### src/rtl/mcpu_ctrl.sv
// mcpu_ctrl: multi-cycle control FSM for an RV32I subset. Sequences IF/ID/EX/MEM/WB,
// stalls on MIO_ready with an optional bounded wait, and traps illegal opcodes.
module mcpu_ctrl #(
  parameter int TIMEOUT_CYCLES = 16,
  parameter int TIMEOUT_W      = 5,
  parameter bit TRAP_EN        = 1'b1
) (
  input  logic       clk,
  input  logic       rst_n,
  input  logic [4:0] OPcode,
  input  logic [2:0] Fun3,
  input  logic       Fun7,
  input  logic       MIO_ready,
  output logic       MemRead,
  output logic       MemRW,
  output logic       IorD,
  output logic       IRWrite,
  output logic       PCWrite,
  output logic       Branch,
  output logic       RegWrite,
  output logic [1:0] MemtoReg,
  output logic [1:0] ALUSrc_A,
  output logic [1:0] ALUSrc_B,
  output logic [1:0] ALUop,
  output logic [2:0] ALU_Control,
  output logic [1:0] PCSource,
  output logic       illegal,
  output logic       timeout,
  output logic [3:0] state
);

  localparam logic [3:0] S_IF  = 4'd0,  S_ID  = 4'd1,  S_MA   = 4'd2,  S_MRD = 4'd3;
  localparam logic [3:0] S_MWB = 4'd4,  S_MWR = 4'd5,  S_EXR  = 4'd6,  S_EXI = 4'd7;
  localparam logic [3:0] S_AWB = 4'd8,  S_BR  = 4'd9,  S_JAL  = 4'd10, S_JALR = 4'd11;
  localparam logic [3:0] S_LUI = 4'd12, S_TRAP = 4'd15;

  localparam logic [4:0] OP_LOAD = 5'b00000, OP_STORE = 5'b01000, OP_RTYPE = 5'b01100;
  localparam logic [4:0] OP_ITYPE = 5'b00100, OP_BRANCH = 5'b11000, OP_JAL = 5'b11011;
  localparam logic [4:0] OP_JALR = 5'b11001, OP_LUI = 5'b01101;

  localparam logic [TIMEOUT_W-1:0] TO_LIMIT = TIMEOUT_W'(TIMEOUT_CYCLES);
  localparam bit                   TO_EN    = (TIMEOUT_CYCLES != 0);
  localparam logic [3:0]           ABORT_ST = TRAP_EN ? S_TRAP : S_IF;

  logic [3:0]           state_reg, state_next;
  logic [TIMEOUT_W-1:0] wait_cnt_reg, wait_cnt_next;
  logic                 illegal_reg, illegal_next;
  logic                 timeout_reg, timeout_next;
  logic                 waiting, expire;

  always_ff @(posedge clk or negedge rst_n) begin
    if (!rst_n) begin
      state_reg    <= S_IF;
      wait_cnt_reg <= '0;
      illegal_reg  <= 1'b0;
      timeout_reg  <= 1'b0;
    end else begin
      state_reg    <= state_next;
      wait_cnt_reg <= wait_cnt_next;
      illegal_reg  <= illegal_next;
      timeout_reg  <= timeout_next;
    end
  end

  always_comb begin
    waiting      = (state_reg == S_IF) || (state_reg == S_MRD) || (state_reg == S_MWR);
    // A ready arriving on the limit cycle still completes the access.
    expire       = TO_EN && waiting && !MIO_ready && (wait_cnt_reg == TO_LIMIT);
    state_next   = state_reg;
    illegal_next = 1'b0;
    timeout_next = expire;
    case (state_reg)
      S_IF:  if (expire) state_next = ABORT_ST; else if (MIO_ready) state_next = S_ID;
      S_ID: begin
        case (OPcode)
          OP_LOAD, OP_STORE: state_next = S_MA;
          OP_RTYPE:          state_next = S_EXR;
          OP_ITYPE:          state_next = S_EXI;
          OP_BRANCH:         state_next = S_BR;
          OP_JAL:            state_next = S_JAL;
          OP_JALR:           state_next = S_JALR;
          OP_LUI:            state_next = S_LUI;
          default: begin
            state_next   = ABORT_ST;
            illegal_next = 1'b1;
          end
        endcase
      end
      S_MA:  state_next = (OPcode == OP_STORE) ? S_MWR : S_MRD;
      S_MRD: if (expire) state_next = ABORT_ST; else if (MIO_ready) state_next = S_MWB;
      S_MWR: if (expire) state_next = ABORT_ST; else if (MIO_ready) state_next = S_IF;
      S_EXR, S_EXI: state_next = S_AWB;
      S_TRAP: state_next = S_TRAP;
      default: state_next = S_IF;
    endcase
    // Counter restarts on every state change (and on an abandoned access), saturating otherwise.
    if ((state_next != state_reg) || expire)
      wait_cnt_next = '0;
    else if (waiting && !MIO_ready && !(&wait_cnt_reg))
      wait_cnt_next = wait_cnt_reg + 1'b1;
    else
      wait_cnt_next = wait_cnt_reg;
  end

  always_comb begin
    MemRead = 1'b0; MemRW = 1'b0; IorD = 1'b0; IRWrite = 1'b0; PCWrite = 1'b0;
    Branch = 1'b0; RegWrite = 1'b0; MemtoReg = 2'b00; ALUSrc_A = 2'b00;
    ALUSrc_B = 2'b00; ALUop = 2'b00; ALU_Control = 3'b000; PCSource = 2'b00;
    if (rst_n) begin
      case (state_reg)
        S_IF: begin
          MemRead = 1'b1; ALUSrc_B = 2'b01;
          IRWrite = MIO_ready; PCWrite = MIO_ready;
        end
        S_ID:  begin ALUSrc_A = 2'b10; ALUSrc_B = 2'b10; end
        S_MA:  begin ALUSrc_A = 2'b01; ALUSrc_B = 2'b10; end
        S_MRD: begin MemRead = 1'b1; IorD = 1'b1; end
        S_MWB: begin RegWrite = 1'b1; MemtoReg = 2'b01; end
        S_MWR: begin MemRW = 1'b1; IorD = 1'b1; end
        S_EXR: begin ALUSrc_A = 2'b01; ALUop = 2'b10; end
        S_EXI: begin ALUSrc_A = 2'b01; ALUSrc_B = 2'b10; ALUop = 2'b11; end
        S_AWB: RegWrite = 1'b1;
        S_BR:  begin ALUSrc_A = 2'b01; ALUop = 2'b01; Branch = 1'b1; PCSource = 2'b01; end
        S_JAL: begin PCWrite = 1'b1; PCSource = 2'b01; RegWrite = 1'b1; MemtoReg = 2'b10; end
        S_JALR: begin
          ALUSrc_A = 2'b01; ALUSrc_B = 2'b10; PCWrite = 1'b1; PCSource = 2'b10;
          RegWrite = 1'b1; MemtoReg = 2'b10;
        end
        S_LUI: begin RegWrite = 1'b1; MemtoReg = 2'b11; end
        default: ;
      endcase
      case (ALUop)
        2'b00: ALU_Control = 3'b010;
        2'b01: ALU_Control = 3'b110;
        default: begin
          case (Fun3)
            3'b000:  ALU_Control = ((ALUop == 2'b10) && Fun7) ? 3'b110 : 3'b010;
            3'b111:  ALU_Control = 3'b000;
            3'b110:  ALU_Control = 3'b001;
            3'b010:  ALU_Control = 3'b111;
            3'b101:  ALU_Control = 3'b101;
            3'b100:  ALU_Control = 3'b011;
            3'b001:  ALU_Control = 3'b100;
            default: ALU_Control = 3'b010;
          endcase
        end
      endcase
    end
  end

  assign state   = state_reg;
  assign illegal = illegal_reg;
  assign timeout = timeout_reg;

endmodule

### config.mk
export PLATFORM = sky130hd
export DESIGN_NAME = mcpu_ctrl
export DESIGN_NICKNAME = d
export VERILOG_FILES = /design/src/rtl/mcpu_ctrl.sv
export SDC_FILE = /design/constraint.sdc
export NUM_CORES = 1
export LEC_CHECK = 0
export ABC_AREA = 1
export ABC_CLOCK_PERIOD_IN_PS = 2300
export CELL_PAD_IN_SITES_DETAIL_PLACEMENT = 0
export CELL_PAD_IN_SITES_GLOBAL_PLACEMENT = 1
export CORE_ASPECT_RATIO = 1.25
export CORE_MARGIN = 2
export CORE_UTILIZATION = 30
export CTS_CLUSTER_SIZE = 24
export DETAILED_ROUTE_END_ITERATION = 8
export PLACE_DENSITY = 0.89
export REMOVE_ABC_BUFFERS = 1
export SYNTH_ARGS = -nofsm -noshare
export SYNTH_HDL_FRONTEND = slang
export SYNTH_SLANG_ARGS = --single-unit
### constraint.sdc
create_clock -name clk -period 2.3 [get_ports clk]
set_clock_uncertainty 0.1 [all_clocks]
set_input_delay 0.69 -clock clk [delete_from_list [all_inputs] [get_ports clk]]
set_output_delay 0.69 -clock clk [all_outputs]
set_load 0.03 [all_outputs]
==> impl_metrics.env <==
export IMPL_end_kind="output pin"
export IMPL_fmax_mhz=430
export IMPL_required_ns=1.51
export IMPL_slew_violations=0
export IMPL_avgViaCountPerCell=4.79
export IMPL_syn_area_um2=1150
export IMPL_period_minus_slack_ns=2.32
export IMPL_fin_nets=288
export IMPL_synth_distinct_cells=25
export IMPL_track_usage_pct=17.6
export IMPL_grt_overflow_total=0
export IMPL_highest_layer="met4"
export IMPL_io_buffers=37
export IMPL_seqPwrFrac_pct=15.3
export IMPL_gp_congestion=0.841
export IMPL_clk_pin_slew_ns=0.06
export IMPL_grt_pass1_wl_mm=6.00
export IMPL_pwr_share_clk_pct=10.1
export IMPL_die_area_um2=4340
export IMPL_criticalPathCategory="reg2out"
export IMPL_coreArea_um2=3720
export IMPL_report_final_hold_viol_count=0
export IMPL_violations="negative setup slack"
export IMPL_via_count=1493
export IMPL_worstPathArrival_ns=1.53
export IMPL_wl_met1_mm=1.56
export IMPL_grt_pass1_vias=1445
export IMPL_syn2layout_area_growth_pct=74.2
export IMPL_routed_wl_mm=3.80
export IMPL_internal_power_mw=1.01
export IMPL_synth_seq_cells=11
export IMPL_drt_pass1_iterations=4
export IMPL_switchingPower_mw=1.02
export IMPL_ir_drop_uv=445
export IMPL_layout_common_cells="57 x buf_4, 40 x nand2_1, 30 x nor2_1"
export IMPL_fp_dieH_um=73.2
export IMPL_switching_share_pct=50.3
export IMPL_antenna_found_initial=0
export IMPL_fin_tns_setup_ns=-0.0234
export IMPL_htreeDepth=1
export IMPL_met3_length_um=128
export IMPL_dp_hpwl_mm=2.71
export IMPL_timing_rr_start="state[1]"
export IMPL_diodes=0
export IMPL_setup_viol=1
export IMPL_synth_cells=192
export IMPL_cts_tree="done"
export IMPL_tightest_slew_ns=0.324
export IMPL_drc=0
export IMPL_p_leak_nw=1.12
export IMPL_slew_headroom_pct=78.4
export IMPL_initial_utilization_pct=30.9
export IMPL_p_per_area_nw_per_um2=1020
export IMPL_worstHoldPathType="in2async"
export IMPL_synth_avg_cell_area_um2=5.98
export IMPL_cts_sinks=11
export IMPL_grt_max_degree=10
export IMPL_rsz0062_at_grt="yes"
export IMPL_yosysWarningCount=0
export IMPL_largest_reg_flops=5
export IMPL_place_inst=293
export IMPL_max_cap_violations=0
export IMPL_clock_root_buffer="clkbuf_8"
export IMPL_cts_buffers=3
export IMPL_layoutNonFillerInstCount=312
export IMPL_final_antenna_net_count=0
export IMPL_drt_iter0_drc=39
export IMPL_clockBufferDepth=2
export IMPL_io_pins=38
export IMPL_synth_seq_area_share_pct=24.0
export IMPL_num_rows=25
export IMPL_p_comb_share_pct=74.7
export IMPL_status="finished, violations left"
export IMPL_min_period_over_period_pct=101
export IMPL_start_kind="flop"
export IMPL_crit_start="state[3]"
export IMPL_wl_met2_mm=2.09
export IMPL_wire_per_inst_um=12.2
export IMPL_drive_gt1_share_pct=43.8
export IMPL_worstSkewPairLatency_ns=0.24
export IMPL_power_mw=2.03
export IMPL_crit_path_max_fanout=3
export IMPL_final_common_cell="buf_4"
export IMPL_layout_setup_ws_ns=-0.0234
export IMPL_die_x_um=59.3
[worst paths after layout]
path | to | slack (ns) | cells after the start
worst max register to register | wait_cnt_reg[4] | 0.40 | 9
worst max-delay path | ALUSrc_B[1] | -0.02 | 7
min in group clk | wait_cnt_reg[3] | 0.46 | 2
worst min register to register | wait_cnt_reg[3] | 0.46 | 2
worst min-delay path | state[3] | 0.31 | 2
max in group asynchronous | state[0] | 1.60 | 2
[cell usage after synthesis]
| master | instances | share of area [%] |
|---|---|---|
| xor2_1 | 3 | 2.3 |
| buf_4 | 1 | 0.65 |
| a31oi_1 | 2 | 1.1 |
| nand3_2 | 1 | 0.87 |
| dfrtp_1 | 11 | 24 |
| a211oi_1 | 1 | 0.65 |
| a21oi_1 | 8 | 3.5 |
| o21ai_0 | 9 | 3.9 |
| inv_1 | 28 | 9.2 |
| o21bai_1 | 1 | 0.65 |
| nand2_4 | 1 | 0.98 |
| nand2_2 | 6 | 3.3 |
| nand2_1 | 44 | 14 |
| nor2_1 | 37 | 12 |
| ha_1 | 3 | 3.3 |
| inv_2 | 6 | 2.0 |
| nand3_4 | 1 | 1.5 |
| mux2_1 | 1 | 0.98 |
| o211ai_1 | 1 | 0.65 |
| nand4_1 | 4 | 2.2 |
| clkbuf_1 | 1 | 0.33 |
| nor2_4 | 3 | 2.9 |
| nand3_1 | 14 | 6.1 |
| nor3_1 | 1 | 0.44 |
| nor2_2 | 4 | 2.2 |
[cell families (layout without fill, tap and decap cells)]
family | Yosys count | in the layout | synth area share, %
flops | 11 | 11 | 24.0
compound gates | 22 | 22 | 10.5
xor+xnor | 3 | 3 | 2.29
buf+inv | 36 | 116 | 12.1
mux | 1 | 1 | 0.980
simple gates | 116 | 116 | 46.9
fa+ha+maj | 3 | 3 | 3.27
[power groups by stage]
stage,clock network [mW],registers [mW],logic (mW)
3_5_place_dp,0,0.302,1.23
4_1_cts,0.207,0.306,1.37
3_3_place_gp,0,0.300,1.22
6_report,0.205,0.310,1.52
5_1_grt,0.214,0.315,1.65
2_1_floorplan,0,0.355,0.701
[metal layers]
layer / global-route usage (%) / vias up
li1: - / 759
met1: 20.4 / 704
met2: 32.7 / 26
met3: 3.01 / 4
met4: 4.29 / 0
met5: 0 / -
[worst max-delay path, cell delays in order (launching register included)]
cell     delay (ns)
dfrtp_2        0.45
inv_4          0.08
buf_6          0.10
nand2_4        0.07
nor2_4         0.14
a21oi_2        0.07
a31oi_1        0.19
buf_4          0.19
[area by class of cell]
| class | instances | area, um^2 |
|---|---|---|
| repair buffers | 78 | 651 |
| flip-flops and latches | 11 | 280 |
| multi-input cells | 145 | 841 |
| well taps | 40 | 50.0 |
| fillers | 377 | 1720 |
| inverters | 34 | 133 |
| clock inverters | 1 | 5.00 |
| clock buffers | 3 | 41.3 |
[timing repair]
action	in CTS	in global routing
buffers inserted	9	6
resized for setup	34	35
endpoints found under the hold margin	0	0
pin swaps	8	15
endpoints found under the setup margin	21	20
hold buffers	0	0
[stage by stage]
step / hold slack (ns) / cell area [um^2] / worst slack [ns] / utilization [%]
after floorplan: 0.294 / 1140 / -0.752 / -
after global placement: 0.465 / 1700 / -0.448 / 45.7
after detailed placement: 0.466 / 1700 / -0.442 / 45.7
after CTS: 0.305 / 1860 / -0.0150 / 49.9
after global routing: 0.320 / 2000 / -0.0997 / 53.7
final: 0.313 / 2000 / -0.0234 / 53.7
No activity file was read; power rests on OpenSTA's default activity.
